## config.mk

```make
export PLATFORM = sky130hd
export DESIGN_NAME = flash_sched
export DESIGN_NICKNAME = d
export VERILOG_FILES = /design/src/rtl/flash_sched.sv
export SDC_FILE = /design/constraint.sdc
export NUM_CORES = 1
export LEC_CHECK = 0
export BUFFER_PORTS_ARGS = -buffer_cell sky130_fd_sc_hd__buf_2
export CORE_ASPECT_RATIO = 1.75
export CORE_MARGIN = 3
export CORE_UTILIZATION = 46
export CTS_BUF_LIST = sky130_fd_sc_hd__clkbuf_4 sky130_fd_sc_hd__clkbuf_8
export DETAILED_ROUTE_END_ITERATION = 12
export PLACE_DENSITY = 0.86
export RECOVER_POWER = 100
export SYNTH_ARGS = -nofsm -noshare
export SYNTH_HDL_FRONTEND = slang
export SYNTH_SLANG_ARGS = --single-unit
export TNS_END_PERCENT = 10
```

## constraint.sdc

```tcl
create_clock -name clk -period 5.8 [get_ports clk]
set_input_delay 0.58 -clock clk [delete_from_list [all_inputs] [get_ports clk]]
set_output_delay 0.58 -clock clk [all_outputs]
set_load 0.01 [all_outputs]
```

## src/rtl/flash_sched.sv

```systemverilog
// rtl/flash_sched.sv - shares the SPI config flash between two read requesters and the JTAG bridge
// Issues reads to flash_read, tracks completion through its cs_b, and grants JTAG the pins only between reads.
module flash_sched #(
  parameter int ADDR_W     = 24,
  parameter int LEN_W      = 13,
  parameter int START_WAIT = 4,
  parameter int TIMEOUT_W  = 20
) (
  input  logic              clk,
  input  logic              rst,
  input  logic              req0,
  input  logic              req1,
  input  logic [ADDR_W-1:0] addr0,
  input  logic [ADDR_W-1:0] addr1,
  input  logic [LEN_W-1:0]  len0,
  input  logic [LEN_W-1:0]  len1,
  output logic              ack0,
  output logic              ack1,
  output logic              done0,
  output logic              done1,
  output logic              err,
  input  logic              jtag_req,
  output logic              jtag_gnt,
  output logic              spi_sel,
  output logic              fr_trigger,
  output logic [ADDR_W-1:0] fr_addr,
  output logic [LEN_W-1:0]  fr_len,
  input  logic              fr_cs_b,
  output logic              busy
);

  localparam int SC_W = $clog2(START_WAIT + 1);

  typedef enum logic [2:0] {
    S_IDLE, S_LAUNCH, S_WAIT_START, S_BUSY, S_JTAG, S_GUARD
  } state_t;

  state_t            state_q, state_d;
  logic              rr_q, rr_d;
  logic              cur_q, cur_d;
  logic [ADDR_W-1:0] addr_q, addr_d;
  logic [LEN_W-1:0]  len_q, len_d;
  logic [SC_W-1:0]   start_cnt_q, start_cnt_d;
  logic [TIMEOUT_W-1:0] wd_q, wd_d;
  logic              guard_q, guard_d;
  logic              done0_q, done0_d;
  logic              done1_q, done1_d;
  logic              err_q, err_d;
  logic              spi_sel_q, spi_sel_d;
  logic              jtag_gnt_q, jtag_gnt_d;

  logic              pick1, ack0_c, ack1_c, finish, fail;
  logic [ADDR_W-1:0] sel_addr;
  logic [LEN_W-1:0]  sel_len;

  always_comb begin
    // rr_q holds the requester served last; on a tie the other one wins
    pick1       = req1 & (~req0 | ~rr_q);
    sel_addr    = pick1 ? addr1 : addr0;
    sel_len     = pick1 ? len1 : len0;
    state_d     = state_q;
    rr_d        = rr_q;
    cur_d       = cur_q;
    addr_d      = addr_q;
    len_d       = len_q;
    start_cnt_d = start_cnt_q;
    wd_d        = wd_q;
    guard_d     = guard_q;
    done0_d     = 1'b0;
    done1_d     = 1'b0;
    err_d       = 1'b0;
    ack0_c      = 1'b0;
    ack1_c      = 1'b0;
    finish      = 1'b0;
    fail        = 1'b0;
    case (state_q)
      S_IDLE: begin
        if (jtag_req) begin
          state_d = S_JTAG;
        end else if (req0 | req1) begin
          ack0_c = ~pick1;
          ack1_c = pick1;
          cur_d  = pick1;
          if (sel_len != '0) begin
            addr_d  = sel_addr;
            len_d   = sel_len;
            state_d = S_LAUNCH;
          end else begin
            done0_d = ~pick1;
            done1_d = pick1;
            rr_d    = pick1;
          end
        end
      end
      S_LAUNCH: begin
        start_cnt_d = '0;
        wd_d        = '0;
        state_d     = S_WAIT_START;
      end
      S_WAIT_START: begin
        if (!fr_cs_b) begin
          state_d = S_BUSY;
        end else if (start_cnt_q == SC_W'(START_WAIT - 1)) begin
          finish = 1'b1;
          fail   = 1'b1;
        end else begin
          start_cnt_d = start_cnt_q + SC_W'(1);
        end
      end
      S_BUSY: begin
        if (fr_cs_b) begin
          finish = 1'b1;
        end else if (wd_q == {TIMEOUT_W{1'b1}}) begin
          finish = 1'b1;
          fail   = 1'b1;
        end else begin
          wd_d = wd_q + TIMEOUT_W'(1);
        end
      end
      S_JTAG: begin
        guard_d = 1'b0;
        if (!jtag_req) state_d = S_GUARD;
      end
      S_GUARD: begin
        if (guard_q) state_d = S_IDLE;
        else         guard_d = 1'b1;
      end
      default: state_d = S_IDLE;
    endcase
    if (finish) begin
      state_d = S_IDLE;
      rr_d    = cur_q;
      done0_d = ~cur_q;
      done1_d = cur_q;
      err_d   = fail;
    end
    spi_sel_d  = (state_d == S_JTAG);
    jtag_gnt_d = (state_d == S_JTAG);
  end

  always_ff @(posedge clk or posedge rst) begin
    if (rst) begin
      state_q     <= S_IDLE;
      rr_q        <= 1'b1;
      cur_q       <= 1'b0;
      addr_q      <= '0;
      len_q       <= '0;
      start_cnt_q <= '0;
      wd_q        <= '0;
      guard_q     <= 1'b0;
      done0_q     <= 1'b0;
      done1_q     <= 1'b0;
      err_q       <= 1'b0;
      spi_sel_q   <= 1'b0;
      jtag_gnt_q  <= 1'b0;
    end else begin
      state_q     <= state_d;
      rr_q        <= rr_d;
      cur_q       <= cur_d;
      addr_q      <= addr_d;
      len_q       <= len_d;
      start_cnt_q <= start_cnt_d;
      wd_q        <= wd_d;
      guard_q     <= guard_d;
      done0_q     <= done0_d;
      done1_q     <= done1_d;
      err_q       <= err_d;
      spi_sel_q   <= spi_sel_d;
      jtag_gnt_q  <= jtag_gnt_d;
    end
  end

  // acks are combinational from IDLE; hold them off while reset is asserted
  assign ack0       = ack0_c & ~rst;
  assign ack1       = ack1_c & ~rst;
  assign done0      = done0_q;
  assign done1      = done1_q;
  assign err        = err_q;
  assign jtag_gnt   = jtag_gnt_q;
  assign spi_sel    = spi_sel_q;
  assign fr_trigger = (state_q == S_LAUNCH);
  assign fr_addr    = addr_q;
  assign fr_len     = len_q;
  assign busy       = (state_q != S_IDLE);

endmodule
```

**Yosys cells after proc, flatten, opt, wreduce, memory -nomap -nowiden**

Cells that the tools add are included.

- Bits in registers: 70
- Input port bits: 80
- Word-level logic and storage cells: 98

- Add/sub/neg operators: 2
- Eq/ne operators: 14
- Muxes and demuxes: 46
- Bitwise operators: 11
- Reduce and logical (&&, ||, !) cells: 13

Operator list:

| operator | number |
|---|---|
| $mux 20 | 2 |
| $pmux 20 s2 | 1 |
| $mux 1 | 27 |
| $mux 3 | 9 |
| $mux 24 | 1 |
| $add 20x1->20 const B | 1 |
| $eq 20x20->1 const B | 1 |
| $pmux 3 s6 | 1 |
| $mux 13 | 1 |
| $reduce_bool 13->1 | 1 |
| $ne 2x2->1 const B | 5 |
| $reduce_bool 2->1 | 5 |
| $eq 3x2->1 const B | 3 |
| $eq 3x3->1 const B | 3 |
| $reduce_and 3->1 | 3 |
| $reduce_and 4->1 | 2 |
| $not 1->1 | 6 |
| $pmux 1 s2 | 3 |
| $pmux 3 s2 | 1 |
| $add 3x1->3 const B | 1 |
| $and 1x1->1 | 3 |
| $eq 3x1->1 const B | 1 |
| $logic_not 3->1 | 1 |
| $reduce_bool 3->1 | 1 |
| other kinds (2) | 3 |

**Longest topological paths before layout**

Gate-level depths: netlist of the first run.

- Word-level depth: 11
- Mapped depth: 8
- Depth with buffers taken out: 7

**Least setup slack after synthesis of the first run**

Ideal clock, no wire load.

- Path kind: input port to flip-flop
- Start: input req1
- End: register addr_q[23] (netlist: fr_addr[23])
- Setup time: 0.125 ns
- Arrival time: 1.977 ns
- Data required time: 5.675 ns
- Setup slack: 3.699 ns
- Stages: 7
- Cells stage by stage: a21boi_2 > and4b_1 > o22ai_1 > nor2b_2 > buf_6 > buf_6 > mux2_2

- Cells in the longest elaborated chain, start to end: 4
- Elaborated cells between the ends (all ways): 6

RTL lines:

| element | RTL line | RTL |
|---|---|---|
| from (decl) | 12 | `input logic req1,` |
| $and 1x1->1 | 58 | `pick1 = req1 & (~req0 \| ~rr_q);` |
| $mux 13 | 60 | `sel_len = pick1 ? len1 : len0;` |
| $reduce_bool 13->1 | 84 | `if (sel_len != '0) begin` |
| $reduce_and 4->1 (no line) | - |  |
| to (signal assigned) | 160 | `addr_q <= addr_d;` |
| to (decl) | 41 | `logic [ADDR_W-1:0] addr_q, addr_d;` |

Several ways; a longest one is shown, not always the timed one.
A chain may end at the register's enable or synchronous reset.

==> summary.txt, run 1 <==
Outcome
  – Status: finished with violations
  – Violated checks: capacitance limit, slew limit

Layout
  – Most frequent cells in the layout: buf_2, mux2_2, dfrtp_1
  – Nets: 528
  – Layout Area Growth over Synthesis: 22.3%
  – Fillcell total: 655
  – Final core occ: 58.7%
  – Commonest non-fill, non-tap cell in the layout: buf_2
  – Layout Cells excl Fill: 538
  – Share of cells above drive strength 1: 40.2%
  – N_diodes: 0

Place
  – Port Buf Inserts: 125
  – Placer congestion estimate: 0.892
  – Post-Place Cells: 522
  – Hpwl dp: 6650 um

Worst setup path
  – Setup Crit Path Kind: in -> async
  – Setup crit start kind: input pin
  – Critical path's top delay family: buffers and inverters
  – Worst-path cell chain: clkbuf_1 > inv_1 > clkbuf_1
  – Buf/Inv on CP: 3
  – Worst path most repeated cell: clkbuf_1
  – Worst path required time: 5.78 ns
  – CP Max Fanout: 44
  – Critical Path AT: 3.13 ns
  – CP max stage delay: 1.70 ns
  – CP endpoint kind: asynchronous set/reset pin
  – Crit path max-delay cell type: clkbuf_1

Routing
  – DR DRC count: 0
  – Wirelength per Cell: 16.1 um
  – Post-DRT Antenna Nets: 0
  – 1st-pass router iterations: 5
  – Via Count: 3007
  – Final WL: 8670 um
  – Via density: 5.59
  – DR iter-0 viols: 134

Clocking
  – Hold bufs inserted after CTS: 0
  – Clock slew at reported path FFs: 0.07 ns
  – Max clock buf depth: 2
  – Htree depth: 3
  – CTS sink count: 70
  – Post-CTS setup buffer count: 0
  – CTS tree: yes
  – Clock root buffer: clkbuf_8
  – Total CTS buffers: 9
  – Skew-Pair Late Insertion Delay: 0.34 ns
  – Post-CTS Resized: 0

Die
  – Rows: 42
  – Core Area: 0.00767 mm2
  – I/O pins: 126
  – Die height: 124 um
  – Die outline width: 73.6 um
  – DIE AREA: 0.00916 mm2
  – Initial Utilization: 48.0%

Synth
  – EDFF count, synth: 0
  – Seq/Total Area, Yosys: 47.6%
  – Mapped Avg Cell Area: 11.5 um2
  – Syn nets: 403
  – Yosys cell types: 56
  – Warnings, synthesis: 0
  – Post-Synthesis Cells: 320
  – Async SR Flop Fraction: 100%
  – #FFs+latches synth: 70
  – Top_reg_cell synth: dfrtp_1
  – Area of the mapped netlist: 0.00368 mm2

Power and ir drop
  – Lkg Pwr: 1.95 nW
  – Maximum vdd drop: 0.271 mV
  – Cell area power density: 409 mW/mm2

Timing
  – Slew headroom: -51.8%
  – Total Neg Setup Slack: 0 ns
  – Final hold vios: 0
  – Post-layout min period: 3.15 ns
  – FMAX: 318 MHz
  – Fin crit share: 54.2%
  – Setup violators final: 0
  – Unrepaired setup endpoints after global routing: false
  – Max Slew Vio Count: 45
  – Worst-Margin Slew: 2.28 ns
  – Clock Skew: 0.00429 ns

Global routing
  – Largest net degree at the start of global routing: 45
  – Vias in the first global route: 3175
  – Remaining Overflow, GRT: 0
  – First-pass GRT wire length: 14600 um
  – Overall global routing resource usage: 20.4%
  – Antenna violations before repair: 0

Job
  – Max-Cap Viols: 1

Worst hold path
  – HP Class: in -> async
==> cells in the mapped netlist (all sizes together) (2+ instances only) <==
| cell | number | share of area (%) |
|---|---|---|
| a211oi | 3 | 0.61 |
| nand2b | 3 | 0.51 |
| dfrtp | 69 | 47 |
| and4 | 3 | 0.75 |
| nor3 | 6 | 0.82 |
| nor2 | 19 | 2.0 |
| a21boi | 2 | 0.51 |
| ha | 3 | 1.0 |
| buf | 9 | 1.8 |
| or3 | 5 | 0.92 |
| o21ai | 9 | 1.3 |
| nor4b | 3 | 0.88 |
| a31o | 2 | 0.48 |
| and2 | 2 | 0.34 |
| nand3 | 12 | 1.6 |
| or4 | 3 | 0.71 |
| clkbuf | 5 | 0.51 |
| nor2b | 4 | 0.75 |
| xnor2 | 12 | 2.9 |
| a21oi | 9 | 1.2 |
| nand2 | 18 | 1.8 |
| nand4 | 5 | 1.0 |
| mux2 | 75 | 23 |
| nor4 | 11 | 2.0 |
| a2111oi | 2 | 0.48 |
| nand3b | 3 | 0.61 |
| inv | 7 | 0.71 |
| o31ai | 2 | 0.41 |
==> report_power, final <==
part	switching, W	internal, W	total (W)
Sequential	0.000122	0.000665	0.000787
Clock	0.000178	0.000240	0.000418
Combinational	0.000330	0.000307	0.000636
==> kinds of logic after synthesis <==
| kind of cell | share of synthesized area, % |
|---|---|
| buf+inv | 3.16 |
| compound gates | 6.45 |
| mux | 23.2 |
| fa+ha+maj | 1.02 |
| simple gates | 15.7 |
| xor+xnor | 2.85 |
| flops | 47.6 |
==> metrics by stage <==
stage	setup slack [ns]	power (W)	cell area (um2)	hold slack, ns
2_1_floorplan	3.45	0.00121	3680	0.450
3_3_place_gp	2.65	0.00144	4370	0.481
3_5_place_dp	2.54	0.00147	4370	0.490
4_1_cts	2.85	0.00190	4580	0.303
5_1_grt	1.98	0.00195	4500	0.506
6_report	2.65	0.00184	4500	0.490
==> flip-flops by register name (all words and copies together), names as in the netlist <==
signal,cells
start_cnt_q,3
wd_q,20
jtag_gnt,1
rr_q,1
guard_q,1
done1,1
err,1
fr_addr,24
state_q,3
done0,1
cur_q,1
fr_len,13
==> worst register-to-register path: cells and delay by family (launching register included) <==
kind            cells  cell delay [ns]
simple gates        3             1.58
flops               1             0.50
mux                 1             0.44
compound gates      1             0.38
==> final cells by class <==
class                      instances  area (um2)  area share (%)
multi-input combinational        228        1810            40.3
sequential                        70        1750            38.9
clock buffer                       9         124            2.75
clock inverter                     7        88.8            1.97
tap                               88         110            2.44
inverter                           8        30.0           0.667
timing repair buffer             128         586            13.0
==> per-layer routing <==
layer	global-route usage (%)	share of wire, %
met2	35.4	55
met4	7.58	1.4
met3	5.09	6.2
met1	23.5	38
met5	0	0
==> path summary, 6_finish.rpt <==
kind,endpoint,slack (ns),from,cells after the start
min in group clk,start_cnt_q[2]$_DFFE_PP0P_,0.50,start_cnt_q[2]$_DFFE_PP0P_,2
max in group clk,fr_len[8]$_DFFE_PP0P_,2.79,state_q[0]$_DFF_PP0_,5
hold reg to reg,start_cnt_q[2]$_DFFE_PP0P_,0.50,start_cnt_q[2]$_DFFE_PP0P_,2
hold / removal,fr_len[9]$_DFFE_PP0P_,0.49,rst,2
setup / recovery,wd_q[16]$_DFFE_PP0P_,2.65,rst,3
setup reg to reg,fr_len[8]$_DFFE_PP0P_,2.79,state_q[0]$_DFF_PP0_,5
Power figures use the tool's default switching activity.
==> inputs of run 2 (changes only) <==
==> constraint.sdc (replaced) <==
create_clock -name clk -period 2.9 [get_ports clk]
set_input_delay 0.29 -clock clk [delete_from_list [all_inputs] [get_ports clk]]
set_output_delay 0.29 -clock clk [all_outputs]
set_load 0.01 [all_outputs]
==> summary.txt, run 2 (same netlist as run 1, synthesis figures left out) <==
Clocking
  – Clock slew at reported path FFs: 0.07 ns (about the same)
  – Post-CTS Resized: 0 (unchanged)
  – Post-CTS setup buffer count: 0 (unchanged)
  – CTS sink count: 70 (unchanged)
  – Htree depth: 3 (unchanged)
  – Clock root buffer: clkbuf_8
  – Skew-Pair Late Insertion Delay: 0.34 ns (about the same)
  – Max clock buf depth: 2 (unchanged)
  – Total CTS buffers: 9 (unchanged)
  – CTS tree: yes

Die
  – Die height: 124 um (unchanged)
  – Rows: 42 (unchanged)
  – DIE AREA: 0.00916 mm2 (unchanged)
  – Initial Utilization: 48.0% (unchanged)
  – Die outline width: 73.6 um (unchanged)
  – Core Area: 0.00767 mm2 (unchanged)
  – I/O pins: 126 (unchanged)

Global routing
  – First-pass GRT wire length: 15600 um (+6.6%)
  – Antenna violations before repair: 0 (unchanged)
  – Remaining Overflow, GRT: 0 (unchanged)
  – Largest net degree at the start of global routing: 37 (-18%)
  – Vias in the first global route: 3347 (+5.4%)
  – Overall global routing resource usage: 21.5% (+1.1 points)

Worst setup path
  – Critical Path AT: 2.22 ns (-0.91 ns)
  – Worst path required time: 2.61 ns (-3.17 ns)
  – Setup crit start kind: flop
  – CP endpoint kind: output pin
  – CP Max Fanout: 8 (-82%)
  – Setup Crit Path Kind: reg -> out

Layout
  – Share of cells above drive strength 1: 41.1% (+0.88 points)
  – Fillcell total: 642 (-2.0%)
  – Largest register FFs: 24 (unchanged)
  – Most frequent cells in the layout: buf_2, mux2_2, dfrtp_1
  – Commonest non-fill, non-tap cell in the layout: buf_2
  – N_diodes: 0 (unchanged)
  – Layout Area Growth over Synthesis: 23.6%
  – Nets: 533 (+0.95%)
  – Post-route cell area: 0.00455 mm2 (+1.1%)

Timing
  – Post-layout min period: 2.51 ns
  – Final hold vios: 0 (unchanged)
  – Unrepaired setup endpoints after global routing: false
  – Slew headroom: 40.5% (+92 points)
  – Worst-Margin Slew: 0.891 ns (-1.39 ns)
  – Total Neg Setup Slack: 0 ns (unchanged)
  – PnR worst setup slack: 0.390 ns (-2.26 ns)
  – Fin crit share: 86.6%
  – FMAX: 398 MHz
  – Setup violators final: 0 (unchanged)
  – Max Slew Vio Count: 0 (-100%)
  – Clock Skew: 0.00591 ns (+0.00162 ns)

Routing
  – Via Count: 3024 (+0.57%)
  – Post-DRT Antenna Nets: 0 (unchanged)
  – DR iter-0 viols: 181 (+35%)
  – Final WL: 8910 um (+2.7%)
  – DR DRC count: 0 (unchanged)
  – Via density: 5.57 (-0.36%)
  – 1st-pass router iterations: 4 (-1)
  – Wirelength per Cell: 16.4 um (+1.8%)

Place
  – DP Area: 0.00441 mm2 (+0.97%)
  – Hpwl dp: 6930 um (+4.1%)
  – Placer congestion estimate: 0.874 (-2.1%)
  – Dpl ws: 0.653 ns (-1.89 ns)
  – Port Buf Inserts: 125 (unchanged)

Outcome
  – Status: complete, no violations

Power and ir drop
  – Maximum vdd drop: 0.540 mV (+99%)
  – Cell area power density: 808 mW/mm2 (+98%)
  – Lkg Pwr: 1.98 nW (+1.4%)

Job
  – Max-Cap Viols: 0 (-1)

Worst hold path
  – HP Class: in -> reg
## run 2: path summary, 6_finish.rpt
path                            slack (ns)              startpoint                       to  cells after the start
worst max-delay path                  0.39    state_q[2]$_DFF_PP0_                     ack0                      5
worst min-delay path                  0.20                jtag_req       jtag_gnt$_DFF_PP0_                      2
worst max register to register        0.46    state_q[2]$_DFF_PP0_   fr_addr[8]$_DFFE_PP0P_                      6
worst min register to register        0.51  fr_addr[2]$_DFFE_PP0P_   fr_addr[2]$_DFFE_PP0P_                      1
max in group asynchronous             1.04                     rst  fr_addr[22]$_DFFE_PP0P_                      4
min in group asynchronous             0.73                     rst     state_q[1]$_DFF_PP0_                      3
## run 2: repair_timing
action / CTS / global route
endpoints found under the hold margin: 21 / 0
setup endpoints to repair: 0 / 0
hold buffers: 1 / 0
## run 2: metrics by stage
stage	instances	hold WS [ns]	total power (W)	util [%]
final	543	0.196	0.00368	59.3
after global routing	543	0.225	0.00393	59.3
after CTS	543	0.177	0.00380	60.3
after detailed placement	526	0.376	0.00298	57.5
after global placement	526	0.372	0.00291	57.5
after floorplan	320	0.419	0.00243	-
## run 2: routing by layer
layer | GRT usage (%) | vias to the layer above | part of all wire (%)
li1 | - | 1438 | -
met1 | 25.3 | 1459 | 38
met2 | 36.2 | 115 | 54
met3 | 6.54 | 12 | 6.9
met4 | 7.26 | 0 | 1.5
met5 | 0 | - | 0
## run 2: area by class of cell
class | count | area, um2 | area share (%)
Sequential cell | 70 | 1750 | 38.5
Clock buffer | 12 | 159 | 3.49
Clock inverter | 4 | 45.0 | 0.989
Inverter | 8 | 30.0 | 0.660
Multi-Input combinational cell | 228 | 1820 | 40.0
Tap cell | 88 | 110 | 2.42
Timing Repair Buffer | 133 | 637 | 14.0
## run 2: where the power goes
group,internal (W),switching [W]
logic,0.000635,0.000668
clock network,0.000450,0.000354
registers,0.00133,0.000243
total,0.00241,0.00127
## run 2: worst max-delay path: stages (launching register included)
cell	delay, ns
dfrtp_1	0.47
or3_1	0.44
nor2_1	0.22
o21ai_0	0.33
nor3_1	0.24
buf_2	0.18
==> inputs of run 3 (changes only) <==
--- a/config.mk
+++ b/config.mk
@@ -11,8 +11,9 @@
 export CORE_UTILIZATION = 46
 export CTS_BUF_LIST = sky130_fd_sc_hd__clkbuf_4 sky130_fd_sc_hd__clkbuf_8
 export DETAILED_ROUTE_END_ITERATION = 12
-export PLACE_DENSITY = 0.86
+export PLACE_DENSITY = 0.89
 export RECOVER_POWER = 100
+export REMOVE_ABC_BUFFERS = 1
 export SYNTH_ARGS = -nofsm -noshare
 export SYNTH_HDL_FRONTEND = slang
 export SYNTH_SLANG_ARGS = --single-unit
==> constraint.sdc (replaced) <==
create_clock -name clk -period 2.25 [get_ports clk]
set_input_delay 0.225 -clock clk [delete_from_list [all_inputs] [get_ports clk]]
set_output_delay 0.225 -clock clk [all_outputs]
set_load 0.01 [all_outputs]
==> summary.txt, run 3 (same netlist as run 1, synthesis figures left out) <==
Place
  – DP Area: 0.00444 mm2 (+0.68%)
  – Hpwl dp: 7230 um (+4.4%)
  – Port Buf Inserts: 125 (unchanged)
  – Dpl ws: 0.132 ns (-0.522 ns)
  – Placer congestion estimate: 0.891 (+2.0%)

Global routing
  – Remaining Overflow, GRT: 0 (unchanged)
  – Vias in the first global route: 3478 (+3.9%)
  – Overall global routing resource usage: 22.5% (+0.97 points)
  – First-pass GRT wire length: 16200 um (+3.8%)
  – Antenna violations before repair: 0 (unchanged)
  – Largest net degree at the start of global routing: 31 (-16%)

Timing
  – Clock Skew: 0.00551 ns (-0.000401 ns)
  – Slew headroom: 24.1% (-16 points)
  – Max Slew Vio Count: 0 (unchanged)
  – Worst-Margin Slew: 1.14 ns (+0.247 ns)
  – Final hold vios: 0 (unchanged)
  – Fin crit share: 94.2%
  – PnR worst setup slack: 0.130 ns (-0.260 ns)
  – Post-layout min period: 2.12 ns
  – Total Neg Setup Slack: 0 ns (unchanged)
  – Setup violators final: 0 (unchanged)
  – FMAX: 472 MHz

Worst hold path
  – HP Class: in -> reg

Routing
  – Via density: 5.66 (+1.6%)
  – Via Count: 3096 (+2.4%)
  – Final WL: 9590 um (+7.6%)
  – Wirelength per Cell: 17.5 um (+6.9%)
  – DR iter-0 viols: 123 (-32%)
  – DR DRC count: 0 (unchanged)
  – 1st-pass router iterations: 4 (unchanged)
  – Post-DRT Antenna Nets: 0 (unchanged)

Clocking
  – Total CTS buffers: 9 (unchanged)
  – Clock root buffer: clkbuf_8
  – Max clock buf depth: 2 (unchanged)
  – Skew-Pair Late Insertion Delay: 0.34 ns (about the same)
  – CTS tree: yes
  – Clock slew at reported path FFs: 0.07 ns (about the same)
  – Post-CTS setup buffer count: 0 (unchanged)
  – Htree depth: 3 (unchanged)
  – CTS sink count: 70 (unchanged)

Worst setup path
  – Buf/Inv on CP: 1 (unchanged)
  – Setup Crit Path Kind: reg -> out
  – Worst-path cell chain: or3_1 > nor2_2 > o21ai_2 > nor3_2 > buf_2
  – CP endpoint kind: output pin
  – Setup crit start kind: flop
  – Crit path max-delay cell type: dfrtp_1
  – Critical path's top delay family: simple AND/OR/NAND/NOR gates
  – CP max stage delay: 0.47 ns (about the same)
  – Worst path required time: 2.03 ns (-0.58 ns)
  – Critical Path AT: 1.90 ns (-0.32 ns)
  – CP Max Fanout: 9 (+1)

Die
  – Die height: 124 um (unchanged)
  – Rows: 42 (unchanged)
  – Initial Utilization: 48.0% (unchanged)
  – I/O pins: 126 (unchanged)
  – Die outline width: 73.6 um (unchanged)
  – DIE AREA: 0.00916 mm2 (unchanged)
  – Core Area: 0.00767 mm2 (unchanged)

Layout
  – N_diodes: 0 (unchanged)
  – Commonest non-fill, non-tap cell in the layout: buf_2
  – Largest register FFs: 24 (unchanged)
  – Nets: 537 (+0.75%)
  – Fillcell total: 599 (-6.7%)
  – Share of cells above drive strength 1: 43.1% (+2.0 points)
  – Post-route cell area: 0.00460 mm2 (+1.0%)
  – Layout Area Growth over Synthesis: 24.9%
  – Final core occ: 59.9% (+0.60 points)
  – Most frequent cells in the layout: buf_2, mux2_2, dfrtp_1

Power and ir drop
  – Lkg Pwr: 2.01 nW (+1.8%)
  – Cell area power density: 1050 mW/mm2 (+29%)
  – Maximum vdd drop: 0.735 mV (+36%)

Job
  – Max-Cap Viols: 0 (unchanged)

Outcome
  – Status: complete, no violations
[run 3: final timing paths]
check                                                 from                          to  slack, ns  cells past startpoint
worst max-delay path                  state_q[1]$_DFF_PP0_                        ack0       0.13                      5
worst min-delay path                              jtag_req          jtag_gnt$_DFF_PP0_       0.16                      2
worst max register to register            rr_q$_DFFE_PP1P_     fr_addr[10]$_DFFE_PP0P_       0.14                      6
worst min register to register  start_cnt_q[2]$_DFFE_PP0P_  start_cnt_q[2]$_DFFE_PP0P_       0.50                      2
max in group asynchronous                              rst     fr_addr[19]$_DFFE_PP0P_       0.28                      4
min in group asynchronous                              rst        state_q[2]$_DFF_PP0_       0.78                      3
[run 3: final cells by class]
type	count	area, um2	share of cell area (%)
multi-input cells	228	1830	39.9
repair buffers	137	668	14.5
inverters	8	30.0	0.653
clock buffers	12	159	3.45
well taps	88	110	2.39
clock inverters	4	45.0	0.979
flip-flops and latches	70	1750	38.1
[run 3: timing repair]
item | 4_1_cts | 5_1_grt
pin swaps | 0 | 0
resized for setup | 1 | 1
hold endpoints to repair | 16 | 0
hold buffers | 1 | 0
endpoints found under the setup margin | 1 | 16
[run 3: through the flow]
step	power [W]	hold WS, ns	instances
after floorplan	0.00307	0.354	306
after global placement	0.00377	0.358	530
after detailed placement	0.00388	0.367	530
after CTS	0.00494	0.135	547
after global routing	0.00512	0.166	547
final	0.00481	0.158	547
[run 3: where the power goes]
part	total, W	internal, W	switching [W]
sequential	0.00200	0.00171	0.000284
combinational	0.00178	0.000846	0.000930
clock	0.00104	0.000579	0.000459
total	0.00481	0.00314	0.00167
[run 3: routing by layer]
layer / share of wire (%) / vias to the layer above / track usage [%] / routed length (um)
met2: 55 / 133 / 39.9 / 5230
li1: - / 1434 / - / -
met4: 4.3 / 0 / 11.1 / 410
met5: 0 / - / 0 / 0
met3: 6.0 / 37 / 5.17 / 579
met1: 35 / 1492 / 23.8 / 3370
